$ cat src/rtl/fpu_f2i.sv
// Custom-float (sign, 6-bit exponent bias 31, 25-bit mantissa) to signed 32-bit integer converter.
// Multi-cycle: start/ready handshake in, one-cycle done pulse out, 1-bit-per-cycle shifter.
//
// state  | meaning
// IDLE   | ready for a new operand; ready_out high
// DECODE | classify operand, preset special results or load the shifter
// SHIFT  | shift accumulator one bit per cycle until cnt reaches zero
// FINISH | apply sign, publish data/status, pulse done_out
module fpu_f2i #(
  parameter int EXP_W  = 6,
  parameter int MANT_W = 25,
  parameter int BIAS   = 31
) (
  input  logic        clock,
  input  logic        reset,
  input  logic        start_in,
  input  logic [31:0] op_in,
  output logic        ready_out,
  output logic [31:0] data_out,
  output logic [3:0]  status_out,
  output logic        done_out
);

  localparam int CNT_W   = 5;
  localparam int E_ALIGN = MANT_W;
  localparam int E_SAT   = 31;

  localparam logic [3:0] ST_EXACT   = 4'b0001;
  localparam logic [3:0] ST_OVER    = 4'b0011;
  localparam logic [3:0] ST_UNDER   = 4'b0111;
  localparam logic [3:0] ST_INEXACT = 4'b1111;

  typedef enum logic [1:0] {IDLE, DECODE, SHIFT, FINISH} state_t;

  state_t             state;
  logic [31:0]        op_r;
  logic [31:0]        acc;
  logic [CNT_W-1:0]   cnt;
  logic               dir_left;
  logic               sticky;
  logic               negate;
  logic [3:0]         stat_r;

  logic               op_sign;
  logic [EXP_W-1:0]   op_exp;
  logic [MANT_W-1:0]  op_mant;
  logic [31:0]        sig;
  int                 e_val;

  assign op_sign   = op_r[31];
  assign op_exp    = op_r[MANT_W+EXP_W-1:MANT_W];
  assign op_mant   = op_r[MANT_W-1:0];
  assign sig       = 32'({1'b1, op_mant});
  assign e_val     = int'(op_exp) - BIAS;
  assign ready_out = (state == IDLE);

  always_ff @(posedge clock or negedge reset) begin
    if (!reset) begin
      state      <= IDLE;
      op_r       <= '0;
      acc        <= '0;
      cnt        <= '0;
      dir_left   <= 1'b0;
      sticky     <= 1'b0;
      negate     <= 1'b0;
      stat_r     <= '0;
      data_out   <= '0;
      status_out <= ST_EXACT;
      done_out   <= 1'b0;
    end else begin
      done_out <= 1'b0;
      case (state)
        IDLE: begin
          if (start_in) begin
            op_r  <= op_in;
            state <= DECODE;
          end
        end

        DECODE: begin
          sticky   <= 1'b0;
          negate   <= 1'b0;
          dir_left <= 1'b0;
          stat_r   <= ST_EXACT;
          acc      <= '0;
          cnt      <= '0;
          state    <= FINISH;
          if (op_exp == '0 && op_mant == '0) begin
            acc <= '0;
          end else if (e_val < 0) begin
            stat_r <= ST_UNDER;
          end else if (e_val >= E_SAT) begin
            // -2^31 is the one magnitude at e=31 that still fits
            if (op_sign && op_mant == '0 && e_val == E_SAT) begin
              acc <= 32'h8000_0000;
            end else begin
              acc    <= op_sign ? 32'h8000_0000 : 32'h7FFF_FFFF;
              stat_r <= ST_OVER;
            end
          end else begin
            acc    <= sig;
            negate <= op_sign;
            if (e_val < E_ALIGN) begin
              cnt   <= CNT_W'(E_ALIGN - e_val);
              state <= SHIFT;
            end else if (e_val > E_ALIGN) begin
              dir_left <= 1'b1;
              cnt      <= CNT_W'(e_val - E_ALIGN);
              state    <= SHIFT;
            end
          end
        end

        SHIFT: begin
          if (dir_left) begin
            acc <= acc << 1;
          end else begin
            acc    <= acc >> 1;
            sticky <= sticky | acc[0];
          end
          cnt <= cnt - 1'b1;
          if (cnt == CNT_W'(1)) state <= FINISH;
        end

        FINISH: begin
          data_out   <= negate ? -acc : acc;
          status_out <= sticky ? ST_INEXACT : stat_r;
          done_out   <= 1'b1;
          state      <= IDLE;
        end

        default: state <= IDLE;
      endcase
    end
  end

endmodule

$ cat config.mk
export PLATFORM = sky130hd
export DESIGN_NAME = fpu_f2i
export DESIGN_NICKNAME = d
export VERILOG_FILES = /design/src/rtl/fpu_f2i.sv
export SDC_FILE = /design/constraint.sdc
export NUM_CORES = 1
export LEC_CHECK = 0
export BUFFER_PORTS_ARGS = -buffer_cell sky130_fd_sc_hd__buf_2
export CAP_MARGIN = 40
export CORE_AREA = 10 10 137 139
export CTS_BUF_LIST = sky130_fd_sc_hd__clkbuf_4 sky130_fd_sc_hd__clkbuf_8
export CTS_CLUSTER_DIAMETER = 60
export DETAILED_ROUTE_END_ITERATION = 7
export DIE_AREA = 0 0 147 149
export PLACE_DENSITY = 0.62
export REMOVE_ABC_BUFFERS = 1
export SYNTH_ARGS = -nofsm -noshare
export SYNTH_HDL_FRONTEND = slang
export SYNTH_SLANG_ARGS = --single-unit
$ cat constraint.sdc
create_clock -name clock -period 8.16 [get_ports clock]
set_input_delay 0.408 -clock clock [delete_from_list [all_inputs] [get_ports clock]]
set_output_delay 0.408 -clock clock [all_outputs]
set_load 0.02 [all_outputs]
# --- Yosys cells after proc, flatten, opt, wreduce, memory -nomap -nowiden ---
# Cells that the tools add are included.
op_classes:
  n_addsub: 5
  n_lt_le_gt_ge: 4
  eq_ne: 8
  n_mux: 38
  bitwise: 1
  n_reduce_logical: 10
op_table:
  columns: ["operator", "n"]
  rows:
  - ["two-way mux 32 bit", 7]
  - ["case mux 32 bit (2 select lines)", 1]
  - ["negation 32 bit", 1]
  - ["logical NOT 25 bit", 1]
  - ["two-way mux 5 bit", 5]
  - ["two-way mux 1 bit", 15]
  - ["case mux 5 bit (2 select lines)", 1]
  - ["two-way mux 2 bit", 4]
  - ["case mux 2 bit (4 select lines)", 1]
  - ["equality test 7 x 6 -> 1 bit, second input constant", 1]
  - ["greater-or-equal comparator 7 x 6 -> 1 bit, second input constant", 1]
  - ["> comparator 7 x 6 -> 1 bit, second input constant", 1]
  - ["< comparator 7 x 1 -> 1 bit, second input constant", 1]
  - ["< comparator 7 x 6 -> 1 bit, second input constant", 1]
  - ["subtractor 6 x 5 -> 7 bit, second input constant", 1]
  - ["logical NOT 6 bit", 1]
  - ["two-way mux 3 bit", 2]
  - ["inequality test 2 bit, second input constant", 3]
  - ["AND reduction 2 bit", 3]
  - ["equality test 5 x 1 -> 1 bit, second input constant", 1]
  - ["subtractor 4 x 5 -> 5 bit, first input constant", 1]
  - ["subtractor 5 x 1 -> 5 bit, second input constant", 1]
  - ["subtractor 5 x 4 -> 5 bit, second input constant", 1]
  - ["equality test 2 bit, second input constant", 2]
  - ["other kinds (7)", 9]
totals:
  regBits: 115
  out_inout_bits: 38
  word_cells: 77

# --- Longest topological paths before layout ---
# Gate-level depths: netlist of the first run.
logic_depth:
  word_depth: 8
  mapped_depth: 12
  depth_no_buf: 10

# --- Least setup slack after synthesis of the first run ---
# OpenSTA, ideal clock, no wires.
synth_timing:
  kind: "register -> register"
  startpoint: "reg op_r[26]"
  endpoint: "reg acc[20]"
  setup_ps: 73
  arrival_ps: 2546
  required_time_ps: 8087
  setup_slack_ps: 5541
  path_stages_with_launch: 13
  path_buffers: 2
  synth_period_minus_slack_ps: 2619
  path_cell_list: "dfrtp_1 ha_1 xnor2_1 inv_1 ha_1 and4b_1 o21ai_0 nand3_1 nor4_1 buf_2 buf_4 a22oi_1 a21oi_2"
synth_via:
  elab_chain_len: 8
  elab_cells_between_ends: 12
  cone_classes: "add/sub (1); order compare (2); eq/ne (1); mux (5); reduce/logical (3)"
synth_rtl:
  columns: ["item", "line", "rtl"]
  rows:
  - ["start: declaration", "36", "logic [31:0] op_r;"]
  - ["start signal: assignment", "75", "op_r <= op_in;"]
  - ["branches (longest 6 deep; another with subtractor 6 x 5 -> 7 bit)", null, null]
  - ["two-way mux 32 bit *", "88", "if (op_exp == '0 && op_mant == '0) begin"]
  - ["case mux 32 bit (2 select lines) *", "72", "case (state)"]
  - ["end signal: assignment", "97", "acc <= op_sign ? 32'h8000_0000 : 32'h7FFF_FFFF;"]
  - ["end signal: assignment", "101", "acc <= sig;"]
  - ["end signal: assignment", "116", "acc <= acc << 1;"]
  - ["end: declaration", "37", "logic [31:0] acc;"]
# Mark *: on every way between the ends.
# A chain may end at the register's enable or synchronous reset.

# --- Final worst setup path of the first run ---
layout_timing:
  startpoint: "reg op_r[25]"
  endpoint: "reg acc[9]"
# Same word-level chain as after synthesis.

==> results.json, run 1 <==
{
  "setup.worst_path.class": "register to register",
  "cts_tree": "yes",
  "cp.required_ns": 8.53,
  "grt_first_pass_wirelength_um": 26400,
  "synth_cell_type_count": 65,
  "ant_nets": 0,
  "setup_viol": 0,
  "core_area_sq_um": 16200,
  "synth-main-ff-cell": "dfrtp_1",
  "cts_setup_buffers": 0,
  "synth_top_area_share_pct": 44.9,
  "drive_above_1_share_pct": 28.9,
  "die_y_um": 149,
  "crit_start": "op_r[25]",
  "post_drt_wl_per_cell_um": 17.2,
  "grt-ovfl-total": 0,
  "hold_viol_final": 0,
  "critPathMaxFanout": 29,
  "stdcell_count": 922,
  "synth_area_leaders": "dfrtp_1 (45%), mux2_2 (12%), a21oi_1 (4.9%), nor2_1 (4.7%), xor2_1 (3.9%)",
  "clkLatencyLatePin_ns": 0.45,
  "vdd_drop_max_uv": 209,
  "yosysWarnings": 0,
  "routed_wl_um": 15800,
  "syn_inst": 632,
  "gp_congestion": 0.836,
  "die_w_um": 147,
  "htreeDepth": 4,
  "reg2reg_slack_ns": 5.13,
  "rows": 47,
  "synth_common_cells": "dfrtp_1 (113), nor2_1 (79), mux2_2 (65), a21oi_1 (62), clkbuf_1 (30)",
  "arrival_ns": 3.40,
  "clock_skew_ns": 0.0149,
  "synth_edf_count": 0,
  "cts_buffer_depth": 2,
  "start_util_pct": 38.9,
  "synth.largest_area_cell": "dfrtp_1",
  "rr_startpoint": "op_r[25]",
  "worst_pin_slew_ns": 0.942,
  "antenna_cells": 0,
  "status": "completed",
  "worst_slack_ns": 5.13,
  "numCtsBuffers": 17,
  "critPathTopFamily": "simple AND/OR/NAND/NOR gates",
  "cpPeakStageDelay_ns": 0.52,
  "clk_pin_slew_ns": 0.07,
  "dieArea_sq_um": 21900,
  "rsz0062_at_grt": "no",
  "power.leakage_nw": 3.04,
  "drc_errors": 0,
  "synth_area_sq_um": 6300,
  "drt-vias-per-instance": 5.35,
  "yosysSeqAreaShare_pct": 45.3,
  "critPathBufInv": 2,
  "r2r_end": "acc[9]",
  "dp.cells": 889,
  "reg2regPathDepth": 11,
  "ys_seq_elements": 114,
  "drv_cap": 0,
  "endpoint": "acc[9]",
  "cts_root_buf": "clkbuf_8",
  "hp-class": "input port to register",
  "drtIter0Drc": 328,
  "grt_pass1_vias": 4998,
  "fin_tns_setup_ns": 0,
  "power_density_nw_per_um2": 484,
  "fmaxAchievable_ghz": 0.331,
  "crit_path_start_kind": "register",
  "crit_slowest_cell": "dfrtp_1",
  "io_pins": 73,
  "io_buffers": 72,
  "cp_common_cell": "ha_1",
  "num_vias": 4932,
  "end_kind": "register",
  "crit_cells": 11,
  "cts_num_sinks": 114,
  "period_needed_ns": 3.03,
  "drt-pass1-iter-count": 5,
  "finalCritPeriodShare_pct": 37.1,
  "pre_cts_ws_ns": 5.20,
  "max_slew_margin_pct": 37.2,
  "synth_most_common_cell": "dfrtp_1",
  "dp_hpwl_um": 11100,
  "grt_usage_pct": 14.9,
  "synth.avg_cell_area_sq_um": 9.97,
  "grt_max_degree": 73,
  "synthToLayoutAreaGrowth_pct": 14.9,
  "antenna_found_initial": 0,
  "fin_nets": 738,
  "final_max_slew_viol_count": 0,
  "path_cells": "ha_1 > xnor2_1 > inv_1 > ha_1 > and4b_1 > o21ai_0 > nand3_1 > nor4_2 > buf_4 > a22oi_1 > a21oi_1",
  "async_flop_share_pct": 100
}
## routing by layer
layer	GRT usage [%]	vias to the layer above	part of all wire, %
met5	0	-	0
met4	6.54	0	2.5
met3	3.46	27	4.3
met2	24.2	120	48
met1	18.7	2396	45
li1	-	2389	-
## flip-flops by register name (all words and copies together), names as in the netlist
name / count
negate: 1
done_out: 1
stat_r: 3
status_out: 4
op_r: 32
cnt: 5
data_out: 32
acc: 32
state: 2
sticky: 1
dir_left: 1
## stage by stage
| stage | utilization [%] | total power, W | hold slack [ns] | area [sq um] |
|---|---|---|---|---|
| 2_1_floorplan | - | 0.00245 | 0.112 | 6100 |
| 3_3_place_gp | 42.1 | 0.00291 | 0.406 | 6800 |
| 3_5_place_dp | 42.3 | 0.00300 | 0.421 | 6840 |
| 4_1_cts | 44.7 | 0.00353 | 0.162 | 7240 |
| 5_1_grt | 44.7 | 0.00380 | 0.166 | 7240 |
| 6_report | 44.7 | 0.00350 | 0.183 | 7240 |
## area by class of cell
| class | count | area (sq um) |
|---|---|---|
| Fill cell | 1552 | 8940 |
| Multi-Input combinational cell | 453 | 3180 |
| Sequential cell | 114 | 2850 |
| Timing Repair Buffer | 82 | 468 |
| Clock buffer | 26 | 327 |
| Tap cell | 220 | 275 |
| Inverter | 21 | 78.8 |
| Clock inverter | 6 | 55.1 |
## where the power goes
part	internal, W	leakage [nW]	total (W)	switching, W
sequential	0.000863	1.34	0.00123	0.000362
clock	0.000287	0.208	0.000513	0.000225
combinational	0.000755	1.49	0.00177	0.00101
## what timing repair did
item                                   4_1_cts  5_1_grt
resized for setup                            0        0
hold buffers                                 1        0
endpoints found under the hold margin       37        0
## worst reg2reg max path, cell delays in order, from the launching register on
cell,delay (ns)
dfrtp_1,0.52
ha_1,0.35
xnor2_1,0.34
inv_1,0.12
ha_1,0.21
and4b_1,0.17
o21ai_0,0.07
nand3_1,0.21
nor4_2,0.25
buf_4,0.35
a22oi_1,0.15
a21oi_1,0.19
## logic make-up after synthesis
family                   after synthesis  share of synthesized area, %
adder cells (fa/ha/maj)               14                          2.78
AND/OR/NAND/NOR                      168                          12.9
multiplexers                          70                          12.4
AO/OA/AOI/OAI                        167                          17.4
XOR/XNOR                              34                          4.73
buffers and inverters                 65                          4.41
flip-flops                           114                          45.3
## worst min-delay path by stage
stage	from	endpoint	cells after the start
2_1_floorplan	reset	acc[0]	0
3_3_place_gp	reset	data_out[7]	1
3_5_place_dp	reset	data_out[7]	1
4_1_cts	op_in[0]	op_r[0]	2
5_1_grt	op_in[12]	op_r[12]	2
6_report	op_in[0]	op_r[0]	2
## cells in the final DEF (no fill, tap or decap), drive strengths merged, types with 15 or more instances in the layout
cell    netlist  layout
o21ai        22      22
a22oi        25      25
a21oi        73      73
clkbuf       30      26
nand3        15      15
dfrtp       113     113
inv          21      21
mux2         65      65
xor2         28      28
nor2         80      80
buf          14      81
nand2        26      26
Note: power is estimated with default switching activity, not from simulation.
==> inputs of run 2 (changes only) <==
Settings changed: PLACE_DENSITY 0.62 to 0.64.
Clock period 8.16 ns to 2.75 ns, I/O delays scaled along.
==> results.json, run 2 (synthesis gave the netlist of run 1 again) <==
{
  "crit_path_start_kind": "register",
  "dp_hpwl_um": 11600,
  "fmaxAchievable_ghz": 0.385,
  "cpPeakStageDelay_ns": 0.46,
  "final_max_slew_viol_count": 0,
  "htreeDepth": 4,
  "top_regs": "acc: 32 flops, data_out: 32 flops, op_r: 32 flops",
  "io_buffers": 72,
  "pwr-share-comb_pct": 52.5,
  "path_cells": "ha_2 > xnor2_1 > inv_1 > ha_1 > and4b_1 > o21ai_0 > nand3_1 > buf_4 > nor2_2 > o41a_1 > buf_12 > a21oi_1",
  "cts_num_sinks": 114,
  "drt-vias-per-instance": 5.37,
  "fin_tns_setup_ns": 0,
  "layout_common_cells": "dfrtp_1 (112), nor2_1 (79), buf_2 (71), mux2_2 (65), a21oi_1 (62)",
  "clk_pin_slew_ns": 0.07,
  "period_needed_ns": 2.60,
  "crit_slowest_cell": "dfrtp_1",
  "clkLatencyLatePin_ns": 0.44,
  "die_y_um": 149,
  "grt-ovfl-total": 0,
  "drv_cap": 0,
  "grt_max_degree": 64,
  "critPathMaxFanout": 30,
  "routed_wl_um": 16100,
  "cts_setup_buffers": 0,
  "cp.required_ns": 3.07,
  "core_area_sq_um": 16200,
  "gp_congestion": 0.867,
  "num_vias": 5217,
  "intPower_w": 0.00600,
  "drc_errors": 0,
  "clock_skew_ns": 0.0123,
  "io_pins": 73,
  "hold_viol_final": 0,
  "hp-class": "input port to register",
  "antenna_found_initial": 0,
  "dieArea_sq_um": 21900,
  "cts_tree": "yes",
  "rows": 47,
  "drive_above_1_share_pct": 29.4,
  "arrival_ns": 2.92,
  "antenna_cells": 0,
  "fill_cells": 1517,
  "post_drt_wl_per_cell_um": 16.6,
  "grt_first_pass_wirelength_um": 26700,
  "grt_usage_pct": 14.9,
  "status": "completed",
  "final_common_cell": "dfrtp_1",
  "switching_power_w": 0.00485,
  "ant_nets": 0,
  "finalCritPeriodShare_pct": 94.5,
  "setup_viol": 0,
  "vdd_drop_max_uv": 680,
  "critPathBufInv": 3,
  "netSwitchingFraction_pct": 44.7,
  "die_w_um": 147,
  "fin_nets": 787,
  "utilization_pct": 47.8,
  "drtIter0Drc": 335,
  "cts_root_buf": "clkbuf_8",
  "power.leakage_nw": 3.26,
  "end_kind": "register",
  "cts_buffer_depth": 2,
  "start_util_pct": 38.9,
  "power_density_nw_per_um2": 1410,
  "worst_pin_slew_ns": 0.813,
  "clkPwrFrac_pct": 15.0,
  "grt_pass1_vias": 5455,
  "synthToLayoutAreaGrowth_pct": 22.6,
  "seq_power_share_pct": 32.5,
  "drt-pass1-iter-count": 5,
  "setup.worst_path.class": "register to register",
  "critPathTopFamily": "adder cells",
  "max_slew_margin_pct": 45.8,
  "numCtsBuffers": 17
}
run 2: cell count changes in the layout (fill, tap and decap cells not counted), sizes merged:
cell / delta
clkinvlp: +1
dlygate4sd3: +32
clkbuf: -5
clkinv: +2
bufinv: +2
buf: +17
run 2: final timing paths:
kind	start	endpoint	slack, ns	depth (start not counted)
setup / recovery	op_r[26]	acc[16]	0.15	12
hold / removal	start_in	state[1]	0.14	3
setup reg to reg	op_r[26]	acc[16]	0.15	12
hold reg to reg	stat_r[0]	stat_r[0]	0.48	1
max in group asynchronous	reset	data_out[26]	1.62	3
min in group asynchronous	reset	data_out[11]	0.32	2
run 2: worst reg2reg max path, cell delays in order (launching register included):
cell and delay [ns]:
dfrtp_1 0.46, ha_2 0.31, xnor2_1 0.17, inv_1 0.09, ha_1 0.20, and4b_1 0.18, o21ai_0 0.07, nand3_1 0.17
buf_4 0.19, nor2_2 0.12, o41a_1 0.21, buf_12 0.21, a21oi_1 0.11
run 2: power by group through the flow:
| stage | clock [W] | sequential (W) | combinational [W] |
|---|---|---|---|
| after floorplan | 0 | 0.00366 | 0.00362 |
| after global placement | 0 | 0.00348 | 0.00541 |
| after detailed placement | 0 | 0.00354 | 0.00562 |
| after CTS | 0.00167 | 0.00351 | 0.00570 |
| after global routing | 0.00175 | 0.00365 | 0.00632 |
| final | 0.00163 | 0.00353 | 0.00569 |
run 2: metal layers:
metal | vias to the layer above | share of wire (%) | GRT usage, %
met2 | 158 | 50 | 25.0
li1 | 2484 | - | -
met5 | - | 0 | 0
met1 | 2550 | 44 | 17.9
met3 | 25 | 4.1 | 3.70
met4 | 0 | 2.0 | 6.39
run 2: layout make-up:
cell class | count | area, sq um | area share [%]
multi-input combinational | 453 | 3190 | 41.3
sequential | 114 | 2860 | 37.0
timing repair buffer | 131 | 913 | 11.8
clock buffer | 21 | 277 | 3.58
tap | 220 | 275 | 3.56
clock inverter | 11 | 136 | 1.77
inverter | 21 | 78.8 | 1.02
run 2: metrics by stage:
| stage | setup slack, ns | area [sq um] | hold WS [ns] | instances | power [W] |
|---|---|---|---|---|---|
| finish | 0.150 | 7720 | 0.137 | 971 | 0.0109 |
| global route | -0.00147 | 7720 | 0.116 | 971 | 0.0117 |
| CTS | 0.121 | 7710 | 0.115 | 971 | 0.0109 |
| detailed placement | 0.131 | 6970 | 0.286 | 906 | 0.00916 |
| global placement | 0.273 | 6970 | 0.269 | 906 | 0.00890 |
| floorplan | -1.73 | 6100 | -0.158 | 588 | 0.00728 |
run 2: what timing repair did:
item,CTS,global route
resized for setup,0,3
endpoints found under the hold margin,92,0
setup endpoints to repair,0,20
hold buffers,33,0
==> inputs of run 3 (changes only) <==
Settings changed: BUFFER_PORTS_ARGS -buffer_cell sky130_fd_sc_hd__buf_2 to -buffer_cell sky130_fd_sc_hd__buf_4, RECOVER_POWER set to 100.
==> results.json, run 3 (synthesis gave the netlist of run 1 again) <==
{
  "drtIter0Drc": 351,
  "reg2regPathDepth": 13,
  "clkLatencyLatePin_ns": 0.45,
  "clkPwrFrac_pct": 15.2,
  "antenna_cells": 0,
  "placed_cell_area_sq_um": 7170,
  "min_from": "start_in",
  "start_util_pct": 38.9,
  "critPathTopFamily": "buffers and inverters",
  "gp_congestion": 0.855,
  "grt-ovfl-total": 0,
  "status": "completed",
  "final_common_cell": "dfrtp_1",
  "drv_cap": 0,
  "power.leakage_nw": 3.24,
  "clk_pin_slew_ns": 0.07,
  "period_needed_ns": 2.67,
  "numCtsBuffers": 17,
  "cp_common_cell": "buf_4",
  "crit_slowest_cell": "dfrtp_2",
  "dieArea_sq_um": 21900,
  "io_pins": 73,
  "crit_path_start_kind": "register",
  "hp-class": "input port to register",
  "hold_viol_final": 0,
  "final_max_slew_viol_count": 0,
  "top_regs": "acc: 32 flops, data_out: 32 flops, op_r: 32 flops",
  "ant_nets": 0,
  "die_w_um": 147,
  "critPathBufInv": 4,
  "min_to": "state[1]",
  "fin_tns_setup_ns": 0,
  "intPower_w": 0.00618,
  "drt-vias-per-instance": 5.38,
  "drive_above_1_share_pct": 25.0,
  "grt_usage_pct": 15.2,
  "critPathMaxFanout": 8,
  "rr_startpoint": "op_r[25]",
  "clock_skew_ns": 0.0125,
  "r2r_end": "acc[9]",
  "setup_viol": 0,
  "num_vias": 5246,
  "crit_cells": 13,
  "switching_power_w": 0.00503,
  "grt_pass1_vias": 5409,
  "design_area_sq_um": 7900,
  "fmaxAchievable_ghz": 0.374,
  "dp_hpwl_um": 11700,
  "end_kind": "register",
  "dp.cells": 904,
  "path_cells": "ha_4 > xnor2_2 > inv_1 > ha_1 > and4b_1 > o21ai_0 > nand3_1 > buf_4 > nor4_4 > buf_4 > clkbuf_16 > a22oi_1 > a21oi_1",
  "whs_path_depth": 3,
  "cts_root_buf": "clkbuf_8",
  "core_area_sq_um": 16200,
  "drt-pass1-iter-count": 5,
  "htreeDepth": 4,
  "pwr-share-comb_pct": 53.0,
  "grt_max_degree": 58,
  "fin_nets": 792,
  "synthToLayoutAreaGrowth_pct": 25.4,
  "grt_first_pass_wirelength_um": 27500,
  "io_buffers": 72,
  "worst_pin_slew_ns": 1.03,
  "cts_buffer_depth": 2,
  "power_density_nw_per_um2": 1420,
  "reg2reg_slack_ns": 0.08,
  "seq_power_share_pct": 31.9,
  "fill_cells": 1485,
  "vdd_drop_max_uv": 551,
  "finalCritPeriodShare_pct": 97.1,
  "die_y_um": 149,
  "max_slew_margin_pct": 31.6,
  "post_drt_wl_per_cell_um": 17.1,
  "layout_common_cells": "dfrtp_1 (110), nor2_1 (79), mux2_2 (65), a21oi_1 (62), buf_4 (53)",
  "antenna_found_initial": 0,
  "netSwitchingFraction_pct": 44.9,
  "cp.required_ns": 3.11,
  "cts_tree": "yes",
  "rows": 47,
  "drc_errors": 0,
  "stdcell_count": 976,
  "routed_wl_um": 16700,
  "cts_num_sinks": 114,
  "arrival_ns": 3.04,
  "setup.worst_path.class": "register to register",
  "cpPeakStageDelay_ns": 0.47
}
[run 3: worst min-delay path, delay by kind of cell]
| family | cells | cell delay [ns] |
|---|---|---|
| multiplexers | 1 | 0.22 |
| buffers and inverters | 1 | 0.08 |
| AO/OA/AOI/OAI | 1 | 0.07 |
[run 3: layout make-up]
cell class	instances	area (sq um)	area share (%)
clock buffer	20	275	3.49
inverter	21	78.8	0.998
sequential	114	2860	36.2
timing repair buffer	136	1050	13.3
multi-input combinational	453	3210	40.6
tap	220	275	3.49
clock inverter	12	154	1.95
[run 3: worst max-delay path by stage]
stage                   from       to  slack (ns)
finish              op_r[25]   acc[9]        0.08
global route        op_r[25]   acc[6]       -0.03
CTS                 op_r[25]   cnt[4]        0.12
detailed placement  op_r[25]   cnt[4]        0.15
global placement    op_r[25]   cnt[1]        0.27
floorplan           op_r[25]  acc[20]       -1.73
[run 3: stage by stage]
step,hold slack [ns],setup WS (ns),utilization [%],power (W)
final,0.103,0.0791,48.8,0.0112
after global routing,0.101,-0.0311,48.8,0.0121
after CTS,0.0770,0.124,49.1,0.0111
after detailed placement,0.0221,0.147,44.4,0.00935
after global placement,0.317,0.268,44.2,0.00911
after floorplan,-0.158,-1.73,-,0.00728
[run 3: timing repair]
item	in CTS	in global routing
buffers inserted	0	3
endpoints found under the setup margin	0	34
resized for setup	0	8
hold buffers	33	0
hold endpoints to repair	114	0
[run 3: power groups by stage]
stage,clock (W),combinational [W],sequential [W]
after floorplan,0,0.00362,0.00366
after global placement,0,0.00558,0.00353
after detailed placement,0,0.00577,0.00358
after CTS,0.00173,0.00584,0.00355
after global routing,0.00182,0.00658,0.00371
final,0.00170,0.00594,0.00357
[run 3: layer usage]
| layer | GRT usage (%) | wire length (um) | up-vias |
|---|---|---|---|
| li1 | - | - | 2499 |
| met1 | 18.4 | 7330 | 2573 |
| met2 | 25.6 | 8340 | 138 |
| met3 | 3.49 | 634 | 36 |
| met4 | 6.14 | 382 | 0 |
| met5 | 0 | 0 | - |
